**config.mk**
```make
export PLATFORM = sky130hd
export DESIGN_NAME = sig_conditioner
export DESIGN_NICKNAME = d
export VERILOG_FILES = /design/src/rtl/sig_cond_pkg.sv /design/src/rtl/glitch_filter.sv /design/src/rtl/sig_conditioner.sv
export SDC_FILE = /design/constraint.sdc
export NUM_CORES = 1
export LEC_CHECK = 0
export CORE_AREA = 2 2 81 83
export CTS_BUF_LIST = sky130_fd_sc_hd__clkbuf_4 sky130_fd_sc_hd__clkbuf_8
export DETAILED_ROUTE_END_ITERATION = 10
export DIE_AREA = 0 0 83 85
export GPL_TIMING_DRIVEN = 0
export MAX_ROUTING_LAYER = met4
export SETUP_SLACK_MARGIN = 0.1
export SYNTH_ARGS = -nofsm -noshare
export SYNTH_HDL_FRONTEND = slang
export SYNTH_HIERARCHICAL = 1
export SYNTH_SLANG_ARGS = --single-unit
```
**constraint.sdc**
```tcl
create_clock -name clk -period 5.4 [get_ports clk]
set_input_delay 1.08 -clock clk [delete_from_list [all_inputs] [get_ports clk]]
set_output_delay 1.08 -clock clk [all_outputs]
set_load 0.05 [all_outputs]
```
**src/rtl/sig_cond_pkg.sv**
```systemverilog
// Shared constants for the signal conditioner: prescaler encodings, decade
// divisors and counter widths.
package sig_cond_pkg;

    localparam int PRESC_W = 10;
    localparam int FILT_W  = 3;
    localparam int TMO_W   = 24;

    typedef enum logic [1:0] {
        PRESC_1    = 2'b00,
        PRESC_10   = 2'b01,
        PRESC_100  = 2'b10,
        PRESC_1000 = 2'b11
    } presc_sel_e;

    localparam logic [PRESC_W-1:0] DIV_1    = 10'd1;
    localparam logic [PRESC_W-1:0] DIV_10   = 10'd10;
    localparam logic [PRESC_W-1:0] DIV_100  = 10'd100;
    localparam logic [PRESC_W-1:0] DIV_1000 = 10'd1000;

    // Terminal count (D-1) of the prescaler for a given selection.
    function automatic logic [PRESC_W-1:0] presc_max(input presc_sel_e sel);
        case (sel)
            PRESC_1:   return DIV_1 - 10'd1;
            PRESC_10:  return DIV_10 - 10'd1;
            PRESC_100: return DIV_100 - 10'd1;
            default:   return DIV_1000 - 10'd1;
        endcase
    endfunction

endpackage

```
**src/rtl/glitch_filter.sv**
```systemverilog
// Synchroniser chain followed by a consecutive-sample glitch filter; the
// output level flips only after filt_len+1 disagreeing samples in a row.
module glitch_filter
    import sig_cond_pkg::*;
#(
    parameter int SYNC_STAGES = 2
) (
    input  logic              clk,
    input  logic              rst_n,
    input  logic              sig_in,
    input  logic [FILT_W-1:0] filt_len,
    output logic              sig_clean
);

    logic [SYNC_STAGES-1:0] sync_pipe;
    logic [FILT_W-1:0]      cnt;
    logic                   sync_q;

    assign sync_q = sync_pipe[SYNC_STAGES-1];

    always_ff @(posedge clk or negedge rst_n) begin
        if (!rst_n) sync_pipe <= '0;
        else        sync_pipe <= {sync_pipe[SYNC_STAGES-2:0], sig_in};
    end

    // filt_len is compared live, so a change mid-run takes effect on the next sample
    always_ff @(posedge clk or negedge rst_n) begin
        if (!rst_n) begin
            cnt       <= '0;
            sig_clean <= 1'b0;
        end else if (sync_q == sig_clean) begin
            cnt <= '0;
        end else if (cnt == filt_len) begin
            cnt       <= '0;
            sig_clean <= ~sig_clean;
        end else begin
            cnt <= cnt + 1'b1;
        end
    end

endmodule

```
**src/rtl/sig_conditioner.sv**
```systemverilog
// Conditions a raw asynchronous input: filtered level, decade-prescaled
// rising-edge pulse for a BCD counter, and a loss-of-signal timeout flag.
module sig_conditioner
    import sig_cond_pkg::*;
#(
    parameter int               SYNC_STAGES    = 2,
    parameter logic [TMO_W-1:0] TIMEOUT_CYCLES = 24'd10_000_000
) (
    input  logic        clk,
    input  logic        rst_n,
    input  logic        sig_in,
    input  logic [2:0]  filt_len,
    input  logic [1:0]  presc_sel,
    output logic        edge_pulse,
    output logic        sig_clean,
    output logic        no_signal
);

    logic               sig_clean_d;
    logic               rise;
    logic               sel_chg;
    presc_sel_e         sel_q;
    logic [PRESC_W-1:0] presc_cnt;
    logic [TMO_W-1:0]   tmo_cnt;
    logic [TMO_W-1:0]   tmo_nxt;

    glitch_filter #(.SYNC_STAGES(SYNC_STAGES)) u_filt (
        .clk       (clk),
        .rst_n     (rst_n),
        .sig_in    (sig_in),
        .filt_len  (filt_len),
        .sig_clean (sig_clean)
    );

    assign rise    = sig_clean & ~sig_clean_d;
    assign sel_chg = (sel_q != presc_sel_e'(presc_sel));
    assign tmo_nxt = rise                      ? '0      :
                     (tmo_cnt == TIMEOUT_CYCLES) ? tmo_cnt : tmo_cnt + 1'b1;

    // A divisor change restarts the prescaler and swallows any rise in that cycle
    always_ff @(posedge clk or negedge rst_n) begin
        if (!rst_n) begin
            sig_clean_d <= 1'b0;
            sel_q       <= PRESC_1;
            presc_cnt   <= '0;
            edge_pulse  <= 1'b0;
        end else begin
            sig_clean_d <= sig_clean;
            sel_q       <= presc_sel_e'(presc_sel);
            edge_pulse  <= 1'b0;
            if (sel_chg) begin
                presc_cnt <= '0;
            end else if (rise) begin
                if (presc_cnt == presc_max(sel_q)) begin
                    presc_cnt  <= '0;
                    edge_pulse <= 1'b1;
                end else begin
                    presc_cnt <= presc_cnt + 1'b1;
                end
            end
        end
    end

    always_ff @(posedge clk or negedge rst_n) begin
        if (!rst_n) begin
            tmo_cnt   <= TIMEOUT_CYCLES;
            no_signal <= 1'b1;
        end else begin
            tmo_cnt   <= tmo_nxt;
            no_signal <= (tmo_nxt == TIMEOUT_CYCLES);
        end
    end

endmodule
```
# Word-level counts from Yosys, hierarchy flattened
# Cells that the tools add are included.
[op_classes]
n_addsub = 3
eq_ne = 8
n_mux = 13
bitwise = 4
n_reduce_logical = 3
[op_table]
columns = ["operator", "count"]
rows = [
  ["10-bit two-way mux", 5],
  ["24-bit == test, second input constant", 2],
  ["24-bit two-way mux", 2],
  ["10-bit one-hot mux with 3 select lines", 1],
  ["24-bit by 1-bit adder with 24-bit output, second input constant", 1],
  ["10-bit by 1-bit adder with 10-bit output, second input constant", 1],
  ["10-bit == test", 1],
  ["3-bit two-way mux", 2],
  ["3-bit by 1-bit adder with 3-bit output, second input constant", 1],
  ["3-bit == test", 1],
  ["1-bit two-way mux", 3],
  ["1-bit inverter", 3],
  ["2-bit by 1-bit == test with 1-bit output, second input constant", 1],
  ["2-bit == test, second input constant", 1],
  ["2-bit zero test", 1],
  ["2-bit inequality test", 1],
  ["2-bit AND reduction", 1],
  ["2-bit nonzero test", 1],
  ["1-bit AND", 1],
  ["1-bit == test", 1],
]
[word_totals]
regBits = 45
input_bits = 8
output_inout_bits = 3
elab_cells = 40

# Depth between registers and ports, before layout
# Gate-level depths: netlist of the first run.
[depth]
depth_word = 8
ltp_mapped = 7
ltp_nobuf = 7

# Cells and area by module
# Netlist of the first run, hierarchy kept.
[by_module_without_submodules]
columns = ["module", "instances", "cells_per_inst", "area_per_inst_um2", "seq_area_each_um2"]
rows = [
  ["sig_conditioner", 1, 236, 2205.9, 987.2],
  ["glitch_filter", 1, 19, 245.2, 150.1],
]

# Worst setup path after synthesis of the first run
# Ideal clock, no wire load.
[synth_timing]
kind = "input port to flip-flop"
from = "in presc_sel[1]"
to = "reg presc_cnt[5]"
setup_time_ns = 0.133
arrival_time_ns = 2.257
t_required_ns = 5.267
path_slack_ns = 3.010
stages = 6
path_buffers = 0
cell_sequence = "xor2_1 -> nor3_1 -> nor2_1 -> and3_1 -> xnor2_1 -> nor2_1"
[synth_via]
elab_chain_len = 2
word_cells_on_any_way = 3
classes_between = "eq/ne: 1; mux: 1; reduce/logical: 1"
[synth_lines]
columns = ["element", "line_no", "text"]
rows = [
  ["start: declaration", "sig_conditioner.sv:13", "input logic [1:0] presc_sel,"],
  ["2-bit inequality test *", "sig_conditioner.sv:36", "assign sel_chg = (sel_q != presc_sel_e'(presc_sel));"],
  ["10-bit two-way mux / 2-bit nonzero test (equally long branches)", "-", ""],
  ["end signal: assignment", "sig_conditioner.sv:58", "presc_cnt <= presc_cnt + 1'b1;"],
  ["end: declaration", "sig_conditioner.sv:23", "logic [PRESC_W-1:0] presc_cnt;"],
]
# Every way passes the cells marked *; elsewhere a longest branch is shown, timed or not.
# A chain may end at the register's enable or synchronous reset.

# Worst setup path in the final report of the first run
# Same ends and word-level chain as after synthesis.

==> results.md, run 1 <==
* Status: finished clean
* Max Slew Vio Count at 0
* Sw Share at 0.350
* Syn Std Cell Area at 2450 µm²
* Total chip power at 0.845 mW
* CP Launch Type: primary input
* Worst clock skew at 0.00366 ns
* Post-route insts no fill at 351
* Gr ovfl total at 0
* Via-to-Cell Ratio at 5.19
* Syn Inst Count at 255
* Register area share after synthesis at 0.464
* CP Class: primary input to flop
* Post-DRT Antenna Nets at 0
* Die span in y at 85 µm
* Area Overhead vs Synth at 12.7%
* Layout cells sized above 1 at 0.0985
* WL final at 4790 µm
* First-pass GRT wire length at 8540 µm
* EDFF count, synth at 0
* Syn nets at 267
* Violation count after the first detailed-routing iteration at 82
* Clk_lat worst skew at 0.30 ns
* H-tree levels at 2
* Yosys reg bits at 45
* Ys Warns at 6
* Avg Inst Size Synth at 9.61 µm²
* Hold Crit Class: flop to flop
* Tcrit/Tclk final at 0.521
* RSZ-0062 raised after global routing: false
* Setup Viol. Count Final at 0
* Post-synth top area cell: dfrtp_1
* Initial antenna violation count at 0
* Max FO, Critical Path at 8
* Core Area at 6200 µm²
* Dpl cells at 343
* Distinct cell type count after synthesis at 43
* Vias at 1823
* Ant diodes at 0
* Post-CTS Resized at 0
* Synth cell count leaders: 48 x nor2_1, 36 x dfrtp_1, 23 x xnor2_1
* Leak at 1.13 nW
* NetSw at 0.296 mW
* Placer Congestion at 0.871
* Setup bufs post-CTS at 0
* Tmin final at 2.81 ns
* Die area at 7060 µm²
* Multi-input logic area at 1250 µm²
* Worst VDD drop at 0.000197 V
* CTS buffer count at 5
* CTS clk-pin slew, worst paths at 0.09 ns
* Dpl hpwl at 3480 µm
* Vias in the first global route at 1774
* Worst EP required at 5.58 ns
* CTS Sinks at 45
* Largest net degree at the start of global routing at 35
* Most frequent cell after synthesis: nor2_1
* P per Cell Area at 306 nW/µm²
* Drt drc at 0
* Worst setup EP type: flop
* Number of I/O port buffers at 10
* CTS tree: built
* CTS Hold Buffers Added at 0
* Pin slew with the least headroom to its limit at 0.841 ns
* WL/cell at 13.6 µm
* Final net count at 285
* Setup_tns at 0 ns
* Clock Power Share at 0.270
* Final Hold Fails at 0
* Die span in x at 83 µm
* Ys flop type: dfrtp_1
* Area contributors post-synth: dfrtp_1 37%, dfstp_2 9.6%, xnor2_1 8.2%
* Fillers at 601
* Critical path arrival at 2.99 ns
* Top cell type's share of synthesized area at 0.368
* Gate power share at 0.248
* Initial core utilization at 0.395
* Clk buf depth at 2
* Max cap viols at 0
* Fmax at 0.356 GHz
* Root Driver: clkbuf_8
* Share of power burned in registers at 0.482
* GRT Total Usage at 0.155
* Rel. slew slack at 0.435
* Ys async rst share at 1.00
* Sequential cell area at 1140 µm²
* IO Pins at 11
* Core Rows at 29
* Pre-antenna DRT Iters at 4
* Internal cell power at 0.549 mW
through the flow:
stage	area [µm²]	setup slack, ns	hold WS [ns]	util
6_report	2760	2.59	0.361	0.445
5_1_grt	2760	2.41	0.376	0.445
4_1_cts	2760	2.60	0.366	0.445
3_5_place_dp	2660	2.27	0.343	0.429
3_3_place_gp	2650	2.03	0.334	0.427
2_1_floorplan	2450	3.01	0.331	-
cells in the final DEF (no fill, tap or decap), types with 3 or more instances in the layout:
cell / n
clkbuf_1: 4
or3_1: 3
buf_2: 3
nor2b_1: 3
xor2_1: 16
xnor2_1: 23
clkbuf_8: 6
dfrtp_1: 36
and3_1: 3
a21oi_1: 6
clkdlybuf4s50_1: 9
nor2_1: 48
inv_1: 10
ha_1: 4
nand4_1: 8
o21ai_0: 7
dfstp_2: 9
mux2i_1: 3
nand2_1: 13
nand3_1: 14
nor3_1: 8
and4_1: 3
nor4_1: 5
power groups by stage:
stage,Clock [mW],Sequential [mW],Combinational (mW)
6_report,0.228,0.407,0.209
5_1_grt,0.253,0.414,0.242
4_1_cts,0.243,0.407,0.213
3_5_place_dp,0,0.414,0.212
3_3_place_gp,0,0.413,0.210
2_1_floorplan,0,0.418,0.135
logic make-up (layout without fill, tap and decap cells):
kind of cell | count (synthesis) | count (layout) | synth area share
flip-flops | 45 | 45 | 0.464
AND/OR/NAND/NOR | 125 | 125 | 0.281
AO/OA/AOI/OAI | 22 | 22 | 0.0531
buffers and inverters | 16 | 35 | 0.0255
multiplexers | 4 | 4 | 0.0168
XOR/XNOR | 39 | 39 | 0.139
adder cells (fa/ha/maj) | 4 | 4 | 0.0204
per-layer routing:
layer	wire, µm	vias to the layer above	GRT usage
met2	2240	27	0.240
met4	106	0	0.0596
li1	-	923	-
met1	2340	864	0.202
met3	107	9	0.0292
met5	0	-	-
area by class of cell:
cell class,count,area share
Clock inverter,2,0.00634
Buffer,6,0.00906
Clock buffer,6,0.0299
Multi-Input combinational cell,194,0.453
Sequential cell,45,0.412
Timing Repair Buffer,11,0.0417
Tap cell,77,0.0349
Inverter,10,0.0136
final timing paths:
| path | startpoint | end | slack [ns] | cells past startpoint |
|---|---|---|---|---|
| worst max-delay path | presc_sel[1] | presc_cnt[5]$_DFFE_PN0P_ | 2.59 | 7 |
| worst min-delay path | u_filt/sync_pipe[0]$_DFF_PN0_ | u_filt/sync_pipe[1]$_DFF_PN0_ | 0.36 | 0 |
| worst max register to register | tmo_cnt[1]$_DFF_PN0_ | no_signal$_DFF_PN1_ | 2.70 | 7 |
| worst min register to register | u_filt/sync_pipe[0]$_DFF_PN0_ | u_filt/sync_pipe[1]$_DFF_PN0_ | 0.36 | 0 |
| max in group asynchronous | rst_n | tmo_cnt[23]$_DFF_PN1_ | 4.21 | 2 |
| min in group asynchronous | rst_n | tmo_cnt[2]$_DFF_PN0_ | 0.65 | 1 |
worst max-delay path: stages:
cell and delay [ns]:
clkdlybuf4s50_1 0.43, xor2_1 0.18, nor3_1 0.70, nor2_1 0.17, and3_1 0.24, xnor2_1 0.13, nor2_1 0.06
state kept, by name (all words and copies together) (netlist names):
register / cells
tmo_cnt: 24
no_signal: 1
u_filt/sync_pipe: 2
presc_cnt: 10
edge_pulse: 1
u_filt/cnt: 3
u_filt/sig_clean: 1
sel_q: 2
sig_clean_d: 1
Power figures use the tool's default switching activity.
==> inputs of run 2 (changes only) <==
==> constraint.sdc (replaced) <==
create_clock -name clk -period 2.6 [get_ports clk]
set_input_delay 0.52 -clock clk [delete_from_list [all_inputs] [get_ports clk]]
set_output_delay 0.52 -clock clk [all_outputs]
set_load 0.05 [all_outputs]
==> run 2 against run 1 <==
Total power increased by 110%. Worst setup slack got worse by 2.3 ns. Largest cell class unchanged. Critical path depth unchanged. Worst hold slack got worse by 0.28 ns. First-iteration DRC count decreased by 8.5%. Critical path type is now flop to flop. Cell area increased by 2.1%. Final cell count increased by 1.7%. Register-to-register slack got worse by 2.4 ns. Core utilization increased by 0.93 points.
==> results.md, run 2 (same netlist as run 1, synthesis figures left out) <==
* Number of I/O port buffers at 10
* Via-to-Cell Ratio at 5.15
* Internal cell power at 1.14 mW
* Gr ovfl total at 0
* Area Overhead vs Synth at 15.1%
* Worst r2r src: tmo_cnt[1]$_DFF_PN0_
* WL/cell at 13.4 µm
* Max FFs per register at 24
* CTS Sinks at 45
* Max cap viols at 0
* Final Util at 0.455
* Layout cells sized above 1 at 0.125
* Vias at 1838
* Sequential cell area at 1140 µm²
* Die span in x at 83 µm
* RSZ-0062 raised after global routing: false
* Clk buf depth at 2
* Placer Congestion at 0.871
* Share of power burned in registers at 0.479
* Tmin final at 2.32 ns
* Reg2reg end: no_signal$_DFF_PN1_
* Largest net degree at the start of global routing at 35
* Worst EP required at 2.85 ns
* Initial antenna violation count at 0
* Vias in the first global route at 1776
* Core Rows at 29
* Status: finished clean
* Hold Crit Class: primary input to async pin
* Violation count after the first detailed-routing iteration at 75
* GRT Total Usage at 0.155
* Largest Register: tmo_cnt
* Setup Viol. Count Final at 0
* Fmax at 0.431 GHz
* Max Slew Vio Count at 0
* Root Driver: clkbuf_8
* Pin slew with the least headroom to its limit at 0.529 ns
* Ant diodes at 0
* Core Area at 6200 µm²
* Sw Share at 0.352
* CP Class: flop to flop
* WL final at 4800 µm
* Post-DRT Antenna Nets at 0
* Fin Hold WS at 0.0858 ns
* CTS tree: built
* CTS buffer count at 5
* Final Hold Fails at 0
* CTS clk-pin slew, worst paths at 0.09 ns
* Final net count at 291
* Flop2flop setup slack at 0.28 ns
* Worst setup margin at 0.281 ns
* CTS Hold Buffers Added at 0
* Die span in y at 85 µm
* Worst slack at placement at -0.0403 ns
* Pre-antenna DRT Iters at 4
* Commonest non-fill, non-tap cell in the layout: nor2_1
* NetSw at 0.620 mW
* Gate power share at 0.250
* Rel. slew slack at 0.644
* Clk_lat worst skew at 0.31 ns
* Most frequent cells in the layout: 47 x nor2_1, 36 x dfrtp_1, 23 x xnor2_1
* Largest registers: tmo_cnt: 24 flops, presc_cnt: 10 flops, u_filt/cnt: 3 flops
* Dpl hpwl at 3480 µm
* Clock Power Share at 0.271
* H-tree levels at 2
* CP Launch Type: flop
* Tcrit/Tclk final at 0.892
* Initial core utilization at 0.395
* IO Pins at 11
* Worst setup EP type: flop
* Critical path arrival at 2.57 ns
* First-pass GRT wire length at 8560 µm
* Multi-input logic area at 1260 µm²
* P per Cell Area at 625 nW/µm²
* Drt drc at 0
* Max FO, Critical Path at 7
* Leak at 1.17 nW
* Die area at 7060 µm²
* Worst clock skew at 0.00490 ns
* Fillers at 595
* Worst VDD drop at 0.000413 V
* Worst R2R Path Depth at 7
-- run 2: changes by cell type in the layout (fill, tap and decap cells not counted), sizes merged --
cell / previous run / this run
buf: 4 / 10
-- run 2: worst max-delay path, stage by stage, from the launching register on --
cell and delay (ns):
dfrtp_1 0.46, ha_1 0.24, nand3_1 0.26, nor2_4 0.22, nand3_1 0.16, or4b_1 0.49, a22oi_1 0.19, and4_1 0.23
-- run 2: layer usage --
| layer | vias to the layer above | part of all wire | track usage |
|---|---|---|---|
| met5 | - | 0 | - |
| met4 | 0 | 0.024 | 0.0596 |
| met3 | 11 | 0.023 | 0.0292 |
| met2 | 21 | 0.47 | 0.240 |
| met1 | 874 | 0.48 | 0.203 |
| li1 | 932 | - | - |
-- run 2: worst max path at each step --
| stage | start | end | slack, ns | cells past startpoint |
|---|---|---|---|---|
| after global placement | rst_n | presc_cnt[5]$_DFFE_PN0P_ | -0.21 | 1 |
| after CTS | tmo_cnt[1]$_DFF_PN0_ | no_signal$_DFF_PN1_ | 0.18 | 7 |
| after global routing | tmo_cnt[1]$_DFF_PN0_ | no_signal$_DFF_PN1_ | 0.11 | 7 |
| after detailed placement | tmo_cnt[1]$_DFF_PN0_ | no_signal$_DFF_PN1_ | -0.04 | 7 |
| final | tmo_cnt[1]$_DFF_PN0_ | no_signal$_DFF_PN1_ | 0.28 | 7 |
| after floorplan | tmo_cnt[1]$_DFF_PN0_ | no_signal$_DFF_PN1_ | 0.41 | 7 |
-- run 2: final cells by class --
type / count / share of cell area
inverter: 10 / 0.0133
multi-input combinational: 194 / 0.448
sequential: 45 / 0.403
timing repair buffer: 17 / 0.0568
clock buffer: 6 / 0.0293
tap: 77 / 0.0342
clock inverter: 2 / 0.00621
buffer: 6 / 0.00887
-- run 2: repair_timing --
item | 4_1_cts | 5_1_grt
setup buffers | 0 | 6
pin swaps | 0 | 2
gates resized for setup | 2 | 1
gates cloned | 0 | 0
endpoints found under the setup margin | 1 | 2
-- run 2: power by group through the flow --
stage                     clock network [mW]  logic [mW]  registers (mW)
after CTS                              0.504       0.442           0.845
after detailed placement                   0       0.440           0.859
after floorplan                            0       0.281           0.868
after global placement                     0       0.436           0.857
final                                  0.478       0.440           0.844
after global routing                   0.526       0.507           0.860
-- run 2: through the flow --
step / cell area [µm²] / instances / power, mW / setup TNS, ns
floorplan: 2450 / 255 / 1.15 / 0
global placement: 2650 / 342 / 1.29 / -7.61
detailed placement: 2660 / 343 / 1.30 / -0.0403
CTS: 2770 / 351 / 1.79 / 0
global route: 2820 / 357 / 1.89 / 0
finish: 2820 / 357 / 1.76 / 0
==> RTL edit 1: new RTL, config.mk and constraints of run 2 <==
Put one more register stage on the output `no_signal`, with the module's reset. The value now appears one clock later. The other outputs are not delayed to match.
--- a/src/rtl/sig_conditioner.sv
+++ b/src/rtl/sig_conditioner.sv
@@ -15,6 +15,8 @@
     output logic        sig_clean,
     output logic        no_signal
 );
+
+    logic no_signal_s0;
 
     logic               sig_clean_d;
     logic               rise;
@@ -64,10 +66,18 @@
     always_ff @(posedge clk or negedge rst_n) begin
         if (!rst_n) begin
             tmo_cnt   <= TIMEOUT_CYCLES;
-            no_signal <= 1'b1;
+            no_signal_s0 <= 1'b1;
         end else begin
             tmo_cnt   <= tmo_nxt;
-            no_signal <= (tmo_nxt == TIMEOUT_CYCLES);
+            no_signal_s0 <= (tmo_nxt == TIMEOUT_CYCLES);
+        end
+    end
+
+    always_ff @(posedge clk or negedge rst_n) begin
+        if (!rst_n) begin
+            no_signal <= '0;
+        end else begin
+            no_signal <= no_signal_s0;
         end
     end
 
Behaviour: not the same (a bounded check fails within 4 cycles, from zero or initial values and one cycle with rst_n low).
==> RTL edit 1 against run 2 <==
- worst setup slack got worse by 0.066 ns
- design area decreased by 0.67%
- routed wire length decreased by 0.54%
- non-clock buffer count decreased by 5
- sequential cell count increased by 1
- power decreased by 0.88%
- clock power decreased by 8.4%
- area after synthesis increased by 1.0%
- critical endpoint is now no_signal_s0
==> RTL edit 1: results (changes against run 2) <==
Reg2Reg Capture Point no_signal_s0; R2R depth 6 (-1); Final Net Count 287 (-1.4%); GR Util met3 3.016% (+0.097 points); Non-Filler Instances 353 (-1.1%); share of layout cells above drive strength 1 11.23% (-1.3 points); Worst setup startpoint tmo_cnt[10]; hold_ws 0.1732 ns (+0.08732 ns); Placed Cells 344 (+0.29%); Pleak 0.001153 µW (-1.1%); met2 Usage GRT 24.34% (+0.37 points); initial DRC count 77 (+2.7%); number of global-route vias before repair 1,815 (+2.2%); Worst Skew 0.01075 ns (+0.005855 ns); M1 GR Usage 20.15% (-0.11 points); Post-Syn Nets 268 (+0.37%); fraction of area in registers 41.49% (+1.2 points); Critical Path Max Stage Delay 0.62 ns (+0.13 ns); Non-clock buffers 18 (-22%); via/cell ratio 5.207 (+1.1%); ranking of synthesized cells by area dfrtp_1 37%, dfstp_2 9.6%, xnor2_1 8.1%, nor2_1 7.3%, xor2_1 5.7%; Detailed Routing Iterations Pass 1 5 (+1); detailed placement HPWL 3476 µm (-0.22%); ClkCell Share 3.216% (-0.33 points); GPL Wtd Cong 0.8229 (-5.5%); cell count after synthesis 256 (+0.39%); number of sequential cells 46 (+2.2%); Signal buf overhead 5.270% (-1.3 points); Compound-Gate Fraction of Synth Area 5.255% (-0.054 points); Met2 Wirelength 2265 µm (+0.76%); largest net degree at the start of global routing 28 (-20%); fraction of area in multi-input gates 45.24% (+0.43 points); DP Area 0.002688 mm² (+0.94%); R2R setup slack 0.22 ns (-0.07 ns); post-synthesis mux area share 1.668% (-0.017 points); CP max-delay cell dfstp_2; global-route wire length before repair 8542 µm (-0.16%); DR WL met3 125 µm (+13%); total track usage 15.48% (about the same); Synth Area in XOR/XNOR 13.79% (-0.14 points); measured slew at the worst slew-check pin 0.5764 ns (+0.04707 ns); CTS resizes 1 (-1); Worst VDD drop 0.0005132 V (+24%); largest fanout on the critical path 6 (-1); CP Data Arrival Time 2.62 ns (+0.05 ns); CP endpoint no_signal_s0; switching fraction of total power 34.88% (-0.31 points); outcome completed; Synth Area in Adders 2.021% (-0.021 points); routed len/inst 13.52 µm (+0.58%)
[RTL edit 1: cell types whose count changed in the layout (fill, tap and decap cells not counted), sizes merged]
cell / run 2 / this run
dfrtp: 36 / 37
inv: 11 / 10
buf: 10 / 5
clkinv: 1 / 2
[RTL edit 1: metrics by stage]
step	power [µW]	TNS [ns]	utilization, %	setup WS, ns
after floorplan	1165	0	-	0.4080
after global placement	1311	-9.577	43.07	-0.2609
after detailed placement	1319	-0.03207	43.32	-0.03207
after CTS	1772	0	44.81	0.1016
after global routing	1884	0	45.15	0.1121
final	1747	0	45.15	0.2159
[RTL edit 1: power by group through the flow]
stage / Sequential, µW / Combinational [µW] / Clock (µW)
2_1_floorplan: 884 / 281 / 0
3_3_place_gp: 872 / 439 / 0
3_5_place_dp: 876 / 443 / 0
4_1_cts: 864 / 447 / 462
5_1_grt: 881 / 516 / 487
6_report: 863 / 445 / 438
==> RTL edit 2: new RTL, flow settings as in run 2 <==
Without the edit above. The package constant `DIV_10` goes from 10'd10 to 10'd7.
--- a/src/rtl/sig_cond_pkg.sv
+++ b/src/rtl/sig_cond_pkg.sv
@@ -14,7 +14,7 @@
     } presc_sel_e;
 
     localparam logic [PRESC_W-1:0] DIV_1    = 10'd1;
-    localparam logic [PRESC_W-1:0] DIV_10   = 10'd10;
+    localparam logic [PRESC_W-1:0] DIV_10   = 10'd7;
     localparam logic [PRESC_W-1:0] DIV_100  = 10'd100;
     localparam logic [PRESC_W-1:0] DIV_1000 = 10'd1000;
 
Check against the original RTL: same outputs for any inputs over 10 cycles, from zero or initial values and one cycle with rst_n low; that may be too few to reach the edited logic, so the function may still have changed.
==> RTL edit 2 against run 2 <==
- routed wire length up 15%
- area after synthesis up 1.1%
- sequential cell count did not move
- clock skew up 0.0047 ns
- global-route usage is 1.6 points higher
- design area increased by 0.80%
- largest power group unchanged
- power grew 7.9%
- worst setup slack worse by 0.084 ns
- first-iteration DRC count rose by 100%
- largest cell class unchanged
==> RTL edit 2: results (changes against run 2) <==
M1 WL 2733 µm (+18%); fill cell count 598 (+0.50%); via/cell ratio 5.533 (+7.5%); Post-Syn Nets 278 (+4.1%); sw power 666.7 µW (+7.5%); Met2 Wirelength 2548 µm (+13%); hold_ws 0.1782 ns (+0.09237 ns); cell count after synthesis 266 (+4.3%); met2 Usage GRT 26.76% (+2.8 points); Pleak 0.001094 µW (-6.1%); Compound-Gate Fraction of Synth Area 8.733% (+3.4 points); pre-CTS WS -0.2021 ns (-0.1618 ns); largest net degree at the start of global routing 24 (-31%); CP Data Arrival Time 2.64 ns (+0.07 ns); library cells used by synthesis 47 (+9.3%); detailed placement HPWL 3882 µm (+11%); Placed Cells 354 (+3.2%); global-route wire length before repair 9466 µm (+11%); outcome completed; detailed-route via count 1,992 (+8.4%); total track usage 17.05% (+1.6 points); R2R setup slack 0.20 ns (-0.08 ns); M1 GR Usage 22.52% (+2.3 points); DP Area 0.002690 mm² (+1.0%); Worst VDD drop 0.0004530 V (+9.7%); post-synthesis mux area share 2.070% (+0.39 points); measured slew at the worst slew-check pin 0.8979 ns (+0.3685 ns); CTS resizes 6 (+4); RR Startpoint tmo_cnt[0]; Worst Skew 0.009574 ns (+0.004678 ns); share of layout cells above drive strength 1 14.13% (+1.6 points); GR Util met3 3.113% (+0.19 points); routed len/inst 15.30 µm (+14%); Synth Area in XOR/XNOR 11.31% (-2.6 points); GPL Wtd Cong 0.8532 (-2.0%); sequential area share after synthesis 45.89% (-0.52 points); Final Net Count 294 (+1.0%); Seq group 851 µW (+0.8%); commonest cells in the netlist 45 x nor2_1, 36 x dfrtp_1, 21 x nand2_1, 17 x xnor2_1; Cell Int Power 1234 µW (+8.1%); DR WL met3 132 µm (+19%); Synth Area in Adders 2.019% (-0.023 points); CP max-delay cell dfrtp_1; Critical Path Max Stage Delay 0.47 ns (-0.02 ns); number of global-route vias before repair 1,988 (+12%)
==> RTL edit 2: changes by cell type after synthesis, sizes merged, moves of 4 or more <==
| cell | delta |
|---|---|
| or3 | +5 |
| inv | -4 |
| xnor2 | -6 |
| nand2 | +8 |
==> RTL edit 2: worst max-delay path by stage <==
| stage | start | to | cells past startpoint |
|---|---|---|---|
| global route | tmo_cnt[0] | no_signal | 7 |
| global placement | rst_n | presc_cnt[8] | 1 |
| CTS | tmo_cnt[15] | no_signal | 7 |
| floorplan | u_filt/sig_clean | presc_cnt[6] | 7 |
| detailed placement | tmo_cnt[1] | no_signal | 7 |
| finish | tmo_cnt[0] | no_signal | 7 |
==> RTL edit 2: area by class of cell <==
class	count	area share, %
Clock inverter	3	1.629
Tap cell	77	3.389
Clock buffer	5	2.421
Sequential cell	45	40.23
Inverter	6	0.7923
Multi-Input combinational cell	208	46.52
Timing Repair Buffer	11	4.049
Buffer	5	0.9683
